$ cat src/rtl/mem_access_unit.sv
// Memory-stage sequencer: runs one load or store at a time against the data RAM
// over a req/ack handshake, holds the last loaded byte for write-back, and
// aborts an access that waits too long for its acknowledge.
module mem_access_unit #(
    parameter int ADDR_W         = 8,
    parameter int DATA_W         = 8,
    parameter int TIMEOUT_CYCLES = 16
) (
    input  logic              clk,
    input  logic              reset,
    input  logic              start,
    input  logic              MemRead,
    input  logic              MemWrite,
    input  logic [ADDR_W-1:0] addr,
    input  logic [DATA_W-1:0] wdata,
    output logic              ram_req,
    output logic              ram_we,
    output logic [ADDR_W-1:0] ram_addr,
    output logic [DATA_W-1:0] ram_wdata,
    input  logic [DATA_W-1:0] ram_rdata,
    input  logic              ram_ack,
    output logic [DATA_W-1:0] ram_data_out,
    output logic              mem_read_out,
    output logic              busy,
    output logic              done,
    output logic              err
);

    // Counter is one bit wider than strictly needed to hold the limit when the
    // limit is zero, so the width never collapses to zero bits.
    localparam int CNT_W = (TIMEOUT_CYCLES == 0) ? 1 : $clog2(TIMEOUT_CYCLES + 1);
    localparam bit TIMEOUT_EN = (TIMEOUT_CYCLES != 0);
    localparam logic [CNT_W:0] LIMIT = (CNT_W + 1)'(TIMEOUT_CYCLES);

    typedef enum logic [1:0] {
        ST_IDLE   = 2'd0,
        ST_ACCESS = 2'd1,
        ST_DONE   = 2'd2
    } state_t;

    state_t              r_state;
    state_t              w_state_nxt;

    logic [ADDR_W-1:0]   r_addr;
    logic [DATA_W-1:0]   r_wdata;
    logic [DATA_W-1:0]   r_data_out;
    logic                r_we;
    logic [CNT_W-1:0]    r_cnt;
    logic                r_timed_out;
    logic                r_illegal_err;

    logic                w_accept;
    logic                w_illegal;
    logic                w_ack;
    logic                w_timeout;
    logic [CNT_W:0]      w_cnt_inc;

    // Start is only honoured in IDLE; exactly one of MemRead/MemWrite must be set.
    assign w_accept  = (r_state == ST_IDLE) && start && (MemRead ^ MemWrite);
    assign w_illegal = (r_state == ST_IDLE) && start && MemRead && MemWrite;
    assign w_ack     = (r_state == ST_ACCESS) && ram_ack;

    // The limit is reached when this wait cycle would bring the count to it;
    // an ack in that same cycle takes priority.
    assign w_cnt_inc = {1'b0, r_cnt} + (CNT_W + 1)'(1);
    assign w_timeout = TIMEOUT_EN && (r_state == ST_ACCESS) && !ram_ack && (w_cnt_inc == LIMIT);

    // State register.
    always_ff @(posedge clk) begin
        if (reset) begin
            r_state <= ST_IDLE;
        end else begin
            r_state <= w_state_nxt;
        end
    end

    // Next-state logic and state-decoded outputs.
    always_comb begin
        w_state_nxt  = r_state;
        ram_req      = 1'b0;
        busy         = 1'b0;
        done         = 1'b0;
        mem_read_out = 1'b0;
        err          = r_illegal_err;
        case (r_state)
            ST_IDLE: begin
                if (w_accept) begin
                    w_state_nxt = ST_ACCESS;
                end
            end
            ST_ACCESS: begin
                ram_req = 1'b1;
                busy    = 1'b1;
                if (w_ack || w_timeout) begin
                    w_state_nxt = ST_DONE;
                end
            end
            ST_DONE: begin
                busy         = 1'b1;
                done         = 1'b1;
                mem_read_out = !r_we;
                err          = r_timed_out;
                w_state_nxt  = ST_IDLE;
            end
            default: begin
                w_state_nxt = ST_IDLE;
            end
        endcase
    end

    // Transaction latches, wait counter, load result and error flags.
    always_ff @(posedge clk) begin
        if (reset) begin
            r_addr        <= '0;
            r_wdata       <= '0;
            r_we          <= 1'b0;
            r_data_out    <= '0;
            r_cnt         <= '0;
            r_timed_out   <= 1'b0;
            r_illegal_err <= 1'b0;
        end else begin
            r_illegal_err <= w_illegal;
            if (w_accept) begin
                r_addr      <= addr;
                r_wdata     <= wdata;
                r_we        <= MemWrite;
                r_cnt       <= '0;
                r_timed_out <= 1'b0;
            end
            // Saturating wait counter: never wraps back to zero.
            if ((r_state == ST_ACCESS) && !ram_ack && (r_cnt != '1)) begin
                r_cnt <= r_cnt + CNT_W'(1);
            end
            if (w_ack && !r_we) begin
                r_data_out <= ram_rdata;
            end
            if (w_timeout) begin
                r_timed_out <= 1'b1;
            end
        end
    end

    assign ram_addr     = r_addr;
    assign ram_wdata    = r_wdata;
    assign ram_we       = r_we;
    assign ram_data_out = r_data_out;

endmodule

$ cat config.mk
export PLATFORM = sky130hd
export DESIGN_NAME = mem_access_unit
export DESIGN_NICKNAME = d
export VERILOG_FILES = /design/src/rtl/mem_access_unit.sv
export SDC_FILE = /design/constraint.sdc
export NUM_CORES = 1
export LEC_CHECK = 0
export CAP_MARGIN = 25
export CORE_MARGIN = 4
export CORE_UTILIZATION = 30
export CTS_CLUSTER_DIAMETER = 80
export DETAILED_ROUTE_END_ITERATION = 6
export GPL_TIMING_DRIVEN = 0
export PLACE_DENSITY = 0.56
export RECOVER_POWER = 50
export SLEW_MARGIN = 20
export SYNTH_ARGS = -nofsm -noshare
export SYNTH_HDL_FRONTEND = slang
export SYNTH_SLANG_ARGS = --single-unit
$ cat constraint.sdc
create_clock -name clk -period 3.2 [get_ports clk]
set_input_delay 0.64 -clock clk [delete_from_list [all_inputs] [get_ports clk]]
set_output_delay 0.64 -clock clk [all_outputs]
set_load 0.005 [all_outputs]
-- Yosys cells after proc, flatten, opt, wreduce, memory -nomap -nowiden
Cells that the tools add are included.
- flip-flop bits (word level): 34
- word-level logic and storage cells: 46
- add/subtract/negate cells: 2
- eq/ne operators: 6
- multiplexer cells: 12
- bitwise logic cells: 1
- reductions and logical operators: 17
- operator list (operator ; count):
    2-to-1 mux 5 bit ; 2
    logical AND 1 bit ; 9
    2-to-1 mux 1 bit ; 7
    adder 5 x 1 -> 6 bit (second input constant) ; 1
    equality test 6 x 5 -> 1 bit (second input constant) ; 1
    adder 5 x 1 -> 5 bit (second input constant) ; 1
    != test 5 bit (second input constant) ; 1
    2-to-1 mux 2 bit ; 2
    case mux 2 bit (2 select lines) ; 1
    nonzero test 2 bit ; 2
    equality test 2 x 1 -> 1 bit (second input constant) ; 1
    equality test 2 bit (second input constant) ; 1
    zero test 1 bit ; 2
    zero test 2 bit ; 1
    != test 2 x 1 -> 1 bit (second input constant) ; 1
    != test 2 bit (second input constant) ; 1
    AND reduction 2 bit ; 1
    OR reduction 2 bit ; 1
    logical OR 1 bit ; 1
    XOR 1 bit ; 1

-- Longest topological paths before layout
Gate-level depths: netlist of the first run.
- depth after elaboration: 6
- gate-level depth with buffers: 8
- gate-level depth less buffers: 7

-- Worst setup path before layout of the first run
OpenSTA, ideal clock, no wires.
- path type: register -> register
- start point: reg r_cnt[0]
- end point: reg r_cnt[3]
- arrival: 1.737 ns
- required time: 3.130 ns
- slack: 1.393 ns
- cell stages (with the launch flop): 7
- buffers on the path: 0
- period minus slack after synthesis: 1.807 ns
- cell sequence: dfxtp_1 ha_1 and3_1 ha_1 or3b_4 or3_1 a21oi_1
- cells in the longest elaborated chain, start to end: 3
- ends and longest elaborated chain (what ; line ; source):
    from (decl) ; 48 ; logic [CNT_W-1:0] r_cnt;
    from (signal assigned) ; 132 ; r_cnt <= r_cnt + CNT_W'(1);
    parallel branches: the longest is 3 deep, another holds adder 5 x 1 -> 5 bit ; n/a ;
Parallel ways; which one is timed is not known.
A chain may end at the register's enable or synchronous reset.

-- Worst setup path in the final report of the first run
- start point: reg r_state[0]
- end point: out err
- cells in the longest elaborated chain, start to end: 2
- ends and longest elaborated chain (what ; line ; source):
    from (decl) ; 41 ; state_t r_state;
    from (signal assigned) ; 73 ; r_state <= w_state_nxt;
    equality test 2 bit ; 85 ; case (r_state)
    2-to-1 mux 1 bit ; 85 ;
    to (decl) ; 26 ; output logic err
No other way between the ends.

==> results of run 1 <==
[cell families after synthesis]
kind of cell	count (synthesis)	synth area share (%)
AOI/OAI and AO/OA	30	11.9
xor gates and xnor gates	3	1.78
adders and majority gates	8	6.78
buffers and inverters	11	3.73
DFF	34	46.1
muxes	11	7.54
and+or+nand+nor	72	22.2
[metal layers]
| layer | vias to the layer above | share of wire (%) |
|---|---|---|
| met4 | 0 | 1.9 |
| met1 | 565 | 47 |
| met5 | - | 0 |
| met3 | 6 | 7.6 |
| li1 | 695 | - |
| met2 | 39 | 43 |
[synth_stat cells, types with 3 or more instances]
| master | count |
|---|---|
| ha_1 | 8 |
| nand2b_1 | 4 |
| nand2_1 | 38 |
| a21oi_1 | 21 |
| mux2i_1 | 10 |
| dfxtp_1 | 34 |
| clkbuf_1 | 4 |
| o21ai_0 | 3 |
| nor2_1 | 14 |
| nand3_1 | 3 |
| inv_1 | 3 |
[worst paths after layout]
check                        endpoint  slack (ns)
max                               err        0.86
min          ram_addr[1]$_SDFFE_PP0P_        0.45
max reg2reg     r_cnt[2]$_SDFFE_PP0P_        1.10
min reg2reg  ram_addr[1]$_SDFFE_PP0P_        0.45
[registers in the layout, summed over array words and instances, names as in the netlist]
| register | count |
|---|---|
| ram_wdata | 8 |
| ram_data_out | 8 |
| r_state | 2 |
| r_timed_out | 1 |
| r_illegal_err | 1 |
| ram_addr | 8 |
| ram_we | 1 |
| r_cnt | 5 |
[cell type report]
cell class,instances,area (sq um),area share [%]
Clock inverter,1,7.51,0.338
Multi-Input combinational cell,124,741,33.4
Buffer,8,42.5,1.92
Sequential cell,34,681,30.7
Tap cell,67,83.8,3.78
Timing Repair Buffer,58,581,26.2
Inverter,3,11.3,0.507
Clock buffer,6,72.6,3.27
[per-stage QoR]
step	setup slack, ns	cell area [sq um]	power, W	hold slack, ns	util, %
final	0.856	2220	0.00118	0.452	46.7
after global routing	0.747	2220	0.00127	0.466	46.7
after CTS	0.819	2220	0.00122	0.457	46.7
after detailed placement	0.873	2140	0.000912	0.447	45.0
after global placement	0.863	2140	0.000915	0.443	45.0
after floorplan	1.39	1480	0.000723	0.433	-
[power breakdown]
part           total, W  internal (W)  leakage, nW  switching (W)
sequential     0.000498      0.000470        0.276      0.0000281
clock          0.000301      0.000149       0.0373       0.000152
combinational  0.000385      0.000212        0.624       0.000173
[worst max-delay path, stage by stage, from the launching register on]
cell and delay [ns]:
dfxtp_1 0.34, inv_1 0.11, ha_1 0.20, mux2_2 0.34, clkdlybuf4s50_1 0.44
==> impl_metrics.json, run 1 <==
{
  "syn_nets": 207,
  "synth.distinct_cells": 31,
  "worstSetupPathType": "reg2out",
  "synth_top_area_share_pct": 46.1,
  "synth_edf_count": 0,
  "vias": 1305,
  "async_reset_ff_share_pct": 0,
  "hold_path_class": "reg2reg",
  "power.density_mw_per_mm2": 534,
  "clkTransAtPathRegs_ns": 0.07,
  "worstMarginPinSlew_ns": 0.615,
  "wirelength_microns": 3520,
  "fmax_mhz": 427,
  "syn_inst": 169,
  "worst_r2r_path_depth": 7,
  "cts_tree": "built",
  "slew_viol_final": 0,
  "cts_resized": 0,
  "min_period_over_period_pct": 73.3,
  "hold_buffers": 0,
  "tns_ns": 0,
  "cp_data_required_time_ns": 2.56,
  "hold_depth": 2,
  "layout_common_cells": "nand2_1, clkdlybuf4s50_1, dfxtp_1",
  "fill_cells": 487,
  "clockRootBuffer": "clkbuf_8",
  "ios": 60,
  "die_area_sq_mm": 0.00611,
  "rsz0062_at_grt": "no",
  "grt_pass1_wl_microns": 5960,
  "avgViaCountPerCell": 4.34,
  "synth_area_leaders": "dfxtp_1, nand2_1, a21oi_1, ha_1, mux2i_1",
  "cts_buffers": 5,
  "gp_congestion": 0.758,
  "yosysWarnings": 0,
  "start_util_pct": 31.1,
  "drc": 0,
  "yosys.area.top_type": "dfxtp_1",
  "startpoint": "r_state[0]$_SDFFE_PP0P_",
  "dp_cells": 294,
  "cap_violations": 0,
  "drt_iter0_drc": 40,
  "min_period_ns": 2.34,
  "first_pass_iters": 4,
  "setup_viol": 0,
  "syn_avg_cell_area_sq_um": 8.74,
  "row_count": 25,
  "synth_area_sq_mm": 0.00148,
  "die_h_microns": 78.2,
  "leakagePower_nw": 0.937,
  "gr-total-overflow": 0,
  "clock_latency_ns": 0.28,
  "ant_nets": 0,
  "status": "finished clean",
  "die_x_microns": 78.2,
  "grt_pass1_vias": 1345,
  "met3_usage_pct": 4.93,
  "finClkSkew_ns": 0.00497,
  "finalNetCount": 272,
  "hpwl_microns": 2640,
  "cts_setup_buffers": 0,
  "clk_path_buf_depth": 2,
  "final_cells": 301,
  "layout-drive-gt1-share_pct": 5.13,
  "portBuffers": 58,
  "use_met1_pct": 15.2,
  "start_kind": "register",
  "ir_drop_v": 0.000235,
  "hold_violations": 0,
  "min_from": "ram_addr[1]$_SDFFE_PP0P_",
  "path_max_fanout": 4,
  "layout.cells.most_common": "nand2_1",
  "coreArea_sq_mm": 0.00475,
  "grt_use_met2_pct": 18.9,
  "grt-busiest-layer": "met2",
  "endpoint_kind": "output pin",
  "syn2layout_area_growth_pct": 50.3,
  "grt_usage_pct": 12.3,
  "ys_ff_latch": 34,
  "post_drt_wl_per_cell_microns": 11.7,
  "synth_flop_cell": "dfxtp_1",
  "antenna_found_initial": 0,
  "cp_data_arrival_time_ns": 1.70,
  "h-tree-depth": 2,
  "cts.sinks": 34,
  "timing.rr.start": "r_cnt[0]$_SDFFE_PP0P_",
  "seq_area_frac_synth_pct": 46.1,
  "grt_max_degree": 11,
  "relSlewSlack_pct": 58.9,
  "diodes": 0
}
Power figures use the tool's default switching activity.
==> run 2: changes to the inputs <==
Clock period 3.2 ns to 2.3 ns, I/O delays scaled along.
==> run 2 against run 1 <==
  * Worst hold slack unchanged
  * Clock power up 39%
  * Count of clock-buffer cells in the layout unchanged
  * First-iteration DRC count unchanged
  * Largest power group unchanged
==> impl_metrics.json, run 2 (synthesis gave the netlist of run 1 again) <==
{
  "endpoint_kind": "output pin",
  "grt_usage_pct": 12.3,
  "finalNetCount": 272,
  "hpwl_microns": 2640,
  "cts_buffers": 5,
  "fin_total_pwr_w": 0.00165,
  "max_stage_delay_ns": 0.44,
  "seq_power_share_pct": 42.1,
  "coreArea_sq_mm": 0.00475,
  "hold_violations": 0,
  "relSlewSlack_pct": 58.9,
  "grt_max_degree": 11,
  "avgViaCountPerCell": 4.34,
  "cts_resized": 0,
  "cp_data_arrival_time_ns": 1.70,
  "worstMarginPinSlew_ns": 0.615,
  "layout_common_cells": "nand2_1, clkdlybuf4s50_1, dfxtp_1",
  "crit_chain": "inv_1, ha_1, mux2_2, clkdlybuf4s50_1",
  "slew_viol_final": 0,
  "cts.sinks": 34,
  "switching_share_pct": 29.8,
  "die_area_sq_mm": 0.00611,
  "path_max_fanout": 4,
  "rsz0062_at_grt": "no",
  "layout-drive-gt1-share_pct": 5.13,
  "start_util_pct": 31.1,
  "finClkSkew_ns": 0.00497,
  "switching_power_w": 0.000491,
  "cts_tree": "built",
  "r2r_slack_ns": 0.20,
  "diodes": 0,
  "layout.cells.most_common": "nand2_1",
  "crit_slowest_cell": "clkdlybuf4s50_1",
  "portBuffers": 58,
  "worstSetupPathType": "reg2out",
  "clockRootBuffer": "clkbuf_8",
  "drt_iter0_drc": 40,
  "die_x_microns": 78.2,
  "hold_path_class": "reg2reg",
  "wirelength_microns": 3520,
  "hold_depth": 2,
  "min_period_ns": 2.16,
  "status": "finished clean",
  "p_clk_share_pct": 25.4,
  "gp_congestion": 0.758,
  "row_count": 25,
  "comb_power_share_pct": 32.6,
  "cp_data_required_time_ns": 1.84,
  "leakagePower_nw": 0.937,
  "first_pass_iters": 4,
  "cts_setup_buffers": 0,
  "syn2layout_area_growth_pct": 50.3,
  "ant_nets": 0,
  "min_period_over_period_pct": 94.1,
  "grt_pass1_wl_microns": 5960,
  "clk_path_buf_depth": 2,
  "vias": 1305,
  "ios": 60,
  "gr-total-overflow": 0,
  "h-tree-depth": 2,
  "worst_r2r_path_depth": 7,
  "ir_drop_v": 0.000328,
  "postLayoutCoreUtil_pct": 46.7,
  "clkTransAtPathRegs_ns": 0.07,
  "internal_power_w": 0.00116,
  "hold_buffers": 0,
  "power.density_mw_per_mm2": 743,
  "setup_viol": 0,
  "antenna_found_initial": 0,
  "cap_violations": 0,
  "start_kind": "register",
  "tns_ns": 0,
  "fmax_mhz": 462,
  "grt_pass1_vias": 1345,
  "drc": 0,
  "clock_latency_ns": 0.28,
  "post_drt_wl_per_cell_microns": 11.7,
  "die_h_microns": 78.2
}
-- run 2: cell types whose count changed in the layout (fill, tap and decap cells not counted), sizes merged --
cell           delta
clkdlybuf4s50     +2
dlygate4sd3       -2
-- run 2: worst paths after layout --
path / start / endpoint
worst min register to register: ram_addr[1]$_SDFFE_PP0P_ / ram_addr[1]$_SDFFE_PP0P_
worst min-delay path: ram_addr[1]$_SDFFE_PP0P_ / ram_addr[1]$_SDFFE_PP0P_
worst max register to register: r_cnt[0]$_SDFFE_PP0P_ / r_cnt[2]$_SDFFE_PP0P_
worst max-delay path: r_state[0]$_SDFFE_PP0P_ / err
-- run 2: stage by stage --
stage / hold WS [ns] / std cells / setup WS, ns / instance area, sq um
final: 0.452 / 301 / 0.136 / 2220
after global routing: 0.466 / 301 / 0.0274 / 2220
after CTS: 0.457 / 301 / 0.0989 / 2220
after detailed placement: 0.447 / 294 / 0.153 / 2140
after global placement: 0.443 / 294 / 0.143 / 2140
after floorplan: 0.433 / 169 / 0.493 / 1480
-- run 2: critical path: cells and delay by family, from the launching register on --
| family | cells | cell delay (ns) |
|---|---|---|
| fa+ha+maj | 1 | 0.20 |
| buf+inv | 2 | 0.55 |
| flops | 1 | 0.34 |
| mux | 1 | 0.34 |
-- run 2: power groups by stage --
| stage | Combinational [W] | Clock (W) | Sequential [W] |
|---|---|---|---|
| after floorplan | 0.000297 | 0 | 0.000708 |
| after global placement | 0.000565 | 0 | 0.000708 |
| after detailed placement | 0.000560 | 0 | 0.000709 |
| after CTS | 0.000567 | 0.000436 | 0.000696 |
| after global routing | 0.000606 | 0.000461 | 0.000704 |
| final | 0.000537 | 0.000418 | 0.000693 |
-- run 2: per-layer routing --
layer  wire (microns)  vias up  track usage, %
li1                 -      695               -
met1             1660      565            15.2
met2             1530       39            18.9
met3              267        6            4.93
met4               68        0            5.42
met5                0        -               0
-- run 2: area by class of cell --
type / instances / area, sq um
Buffer: 8 / 42.5
Clock buffer: 6 / 72.6
Clock inverter: 1 / 7.51
Fill cell: 487 / 2530
Inverter: 3 / 11.3
Multi-Input combinational cell: 124 / 741
Sequential cell: 34 / 681
Tap cell: 67 / 83.8
Timing Repair Buffer: 58 / 581
==> run 3: changes to the inputs <==
Settings changed: GPL_TIMING_DRIVEN 0 to unset.
==> run 3 against run 2 <==
  * Sequential cell count is the same
  * Power rose by 9.8%
  * First-iteration DRC count up 7.5%
  * Sequential share of layout area shrank 0.64 points
  * Maximum frequency is 0.69% lower
  * Worst hold slack improved by 0.00099 ns
  * Critical path depth unchanged
  * Critical endpoint unchanged
  * Highest routed layer unchanged
==> impl_metrics.json, run 3 (synthesis gave the netlist of run 1 again) <==
{
  "endpoint_kind": "output pin",
  "tns_ns": 0,
  "relSlewSlack_pct": 59.9,
  "gr-total-overflow": 0,
  "cp_data_required_time_ns": 1.84,
  "grt_pass1_vias": 1277,
  "slew_viol_final": 0,
  "switching_share_pct": 27.6,
  "avgViaCountPerCell": 4.37,
  "start_util_pct": 31.1,
  "cap_violations": 0,
  "p_clk_share_pct": 31.0,
  "clk_path_buf_depth": 2,
  "first_pass_iters": 4,
  "cp_data_arrival_time_ns": 1.72,
  "ios": 60,
  "coreArea_sq_mm": 0.00475,
  "cts_setup_buffers": 0,
  "crit_buf_inv": 2,
  "max_stage_delay_ns": 0.44,
  "worstSetupPathType": "reg2out",
  "antenna_found_initial": 0,
  "path_max_fanout": 4,
  "drt_iter0_drc": 43,
  "vias": 1308,
  "stdcell_area_sq_mm": 0.00227,
  "cts_tree": "built",
  "h-tree-depth": 2,
  "finalNetCount": 270,
  "ant_nets": 0,
  "hold_path_class": "reg2reg",
  "layout.cells.most_common": "nand2_1",
  "portBuffers": 59,
  "placed_area_sq_mm": 0.00216,
  "cts.sinks": 34,
  "post_drt_wl_per_cell_microns": 12.0,
  "hold_violations": 0,
  "setup_viol": 0,
  "leakagePower_nw": 0.967,
  "hpwl_microns": 2540,
  "layout_common_cells": "nand2_1, clkdlybuf4s50_1, dfxtp_1",
  "switching_power_w": 0.000500,
  "ir_drop_v": 0.000345,
  "diodes": 0,
  "cts_buffers": 5,
  "grt_max_degree": 30,
  "hold_buffers": 0,
  "crit_chain": "inv_1, ha_1, mux2_2, clkdlybuf4s50_1",
  "place_ws_ns": 0.250,
  "wirelength_microns": 3580,
  "clockRootBuffer": "clkbuf_8",
  "gp_congestion": 0.716,
  "min_period_ns": 2.18,
  "min_period_over_period_pct": 94.7,
  "syn2layout_area_growth_pct": 53.6,
  "fmax_mhz": 459,
  "fill_cells": 497,
  "seq_power_share_pct": 38.3,
  "crit_slowest_cell": "clkdlybuf4s50_1",
  "cts_resized": 0,
  "drc": 0,
  "power.density_mw_per_mm2": 798,
  "layout-drive-gt1-share_pct": 6.47,
  "row_count": 25,
  "fin_ws_ns": 0.121,
  "finClkSkew_ns": 0.00413,
  "grt_usage_pct": 12.3,
  "critPathTopFamily": "buffers and inverters",
  "clkTransAtPathRegs_ns": 0.07,
  "die_area_sq_mm": 0.00611,
  "worstMarginPinSlew_ns": 0.602,
  "die_h_microns": 78.2,
  "status": "finished clean",
  "clock_latency_ns": 0.28,
  "fin_hold_ws_ns": 0.453,
  "die_x_microns": 78.2,
  "grt_pass1_wl_microns": 5890,
  "internal_power_w": 0.00131,
  "rsz0062_at_grt": "no",
  "comb_power_share_pct": 30.7,
  "start_kind": "register"
}
run 3: final timing paths:
kind                             from                        to  slack, ns  cells past startpoint
max           r_state[0]$_SDFFE_PP0P_                       err       0.12                      4
min          ram_addr[6]$_SDFFE_PP0P_  ram_addr[6]$_SDFFE_PP0P_       0.45                      2
max reg2reg     r_cnt[0]$_SDFFE_PP0P_     r_cnt[3]$_SDFFE_PP0P_       0.38                      6
min reg2reg  ram_addr[6]$_SDFFE_PP0P_  ram_addr[6]$_SDFFE_PP0P_       0.45                      2
run 3: layer usage:
layer,wire length [microns],GRT usage (%)
met1,1650,15.3
met2,1580,18.4
met3,278,5.05
met4,68,5.77
met5,0,0
run 3: layout make-up:
cell class / count / area [sq um] / share of cell area, %
clock buffers: 6 / 82.6 / 3.64
clock inverters: 1 / 30.0 / 1.32
inverters: 3 / 11.3 / 0.497
multi-input cells: 124 / 741 / 32.7
flip-flops and latches: 34 / 681 / 30.0
well taps: 67 / 83.8 / 3.70
repair buffers: 64 / 638 / 28.1
run 3: tightest hold or removal path, cell delays in order (launching register included):
cell	delay [ns]
dfxtp_1	0.31
nand2_1	0.05
a21oi_1	0.05
run 3: power groups by stage:
stage	Combinational (W)	Clock, W	Sequential [W]
finish	0.000555	0.000561	0.000693
global route	0.000622	0.000606	0.000704
CTS	0.000583	0.000577	0.000696
detailed placement	0.000576	0	0.000709
global placement	0.000581	0	0.000707
floorplan	0.000297	0	0.000708
run 3: metrics by stage:
| stage | total power, W | cells | util, % |
|---|---|---|---|
| 2_1_floorplan | 0.00101 | 169 | - |
| 5_1_grt | 0.00193 | 299 | 47.7 |
| 3_3_place_gp | 0.00129 | 292 | 45.4 |
| 4_1_cts | 0.00186 | 299 | 47.7 |
| 6_report | 0.00181 | 299 | 47.7 |
| 3_5_place_dp | 0.00129 | 292 | 45.4 |
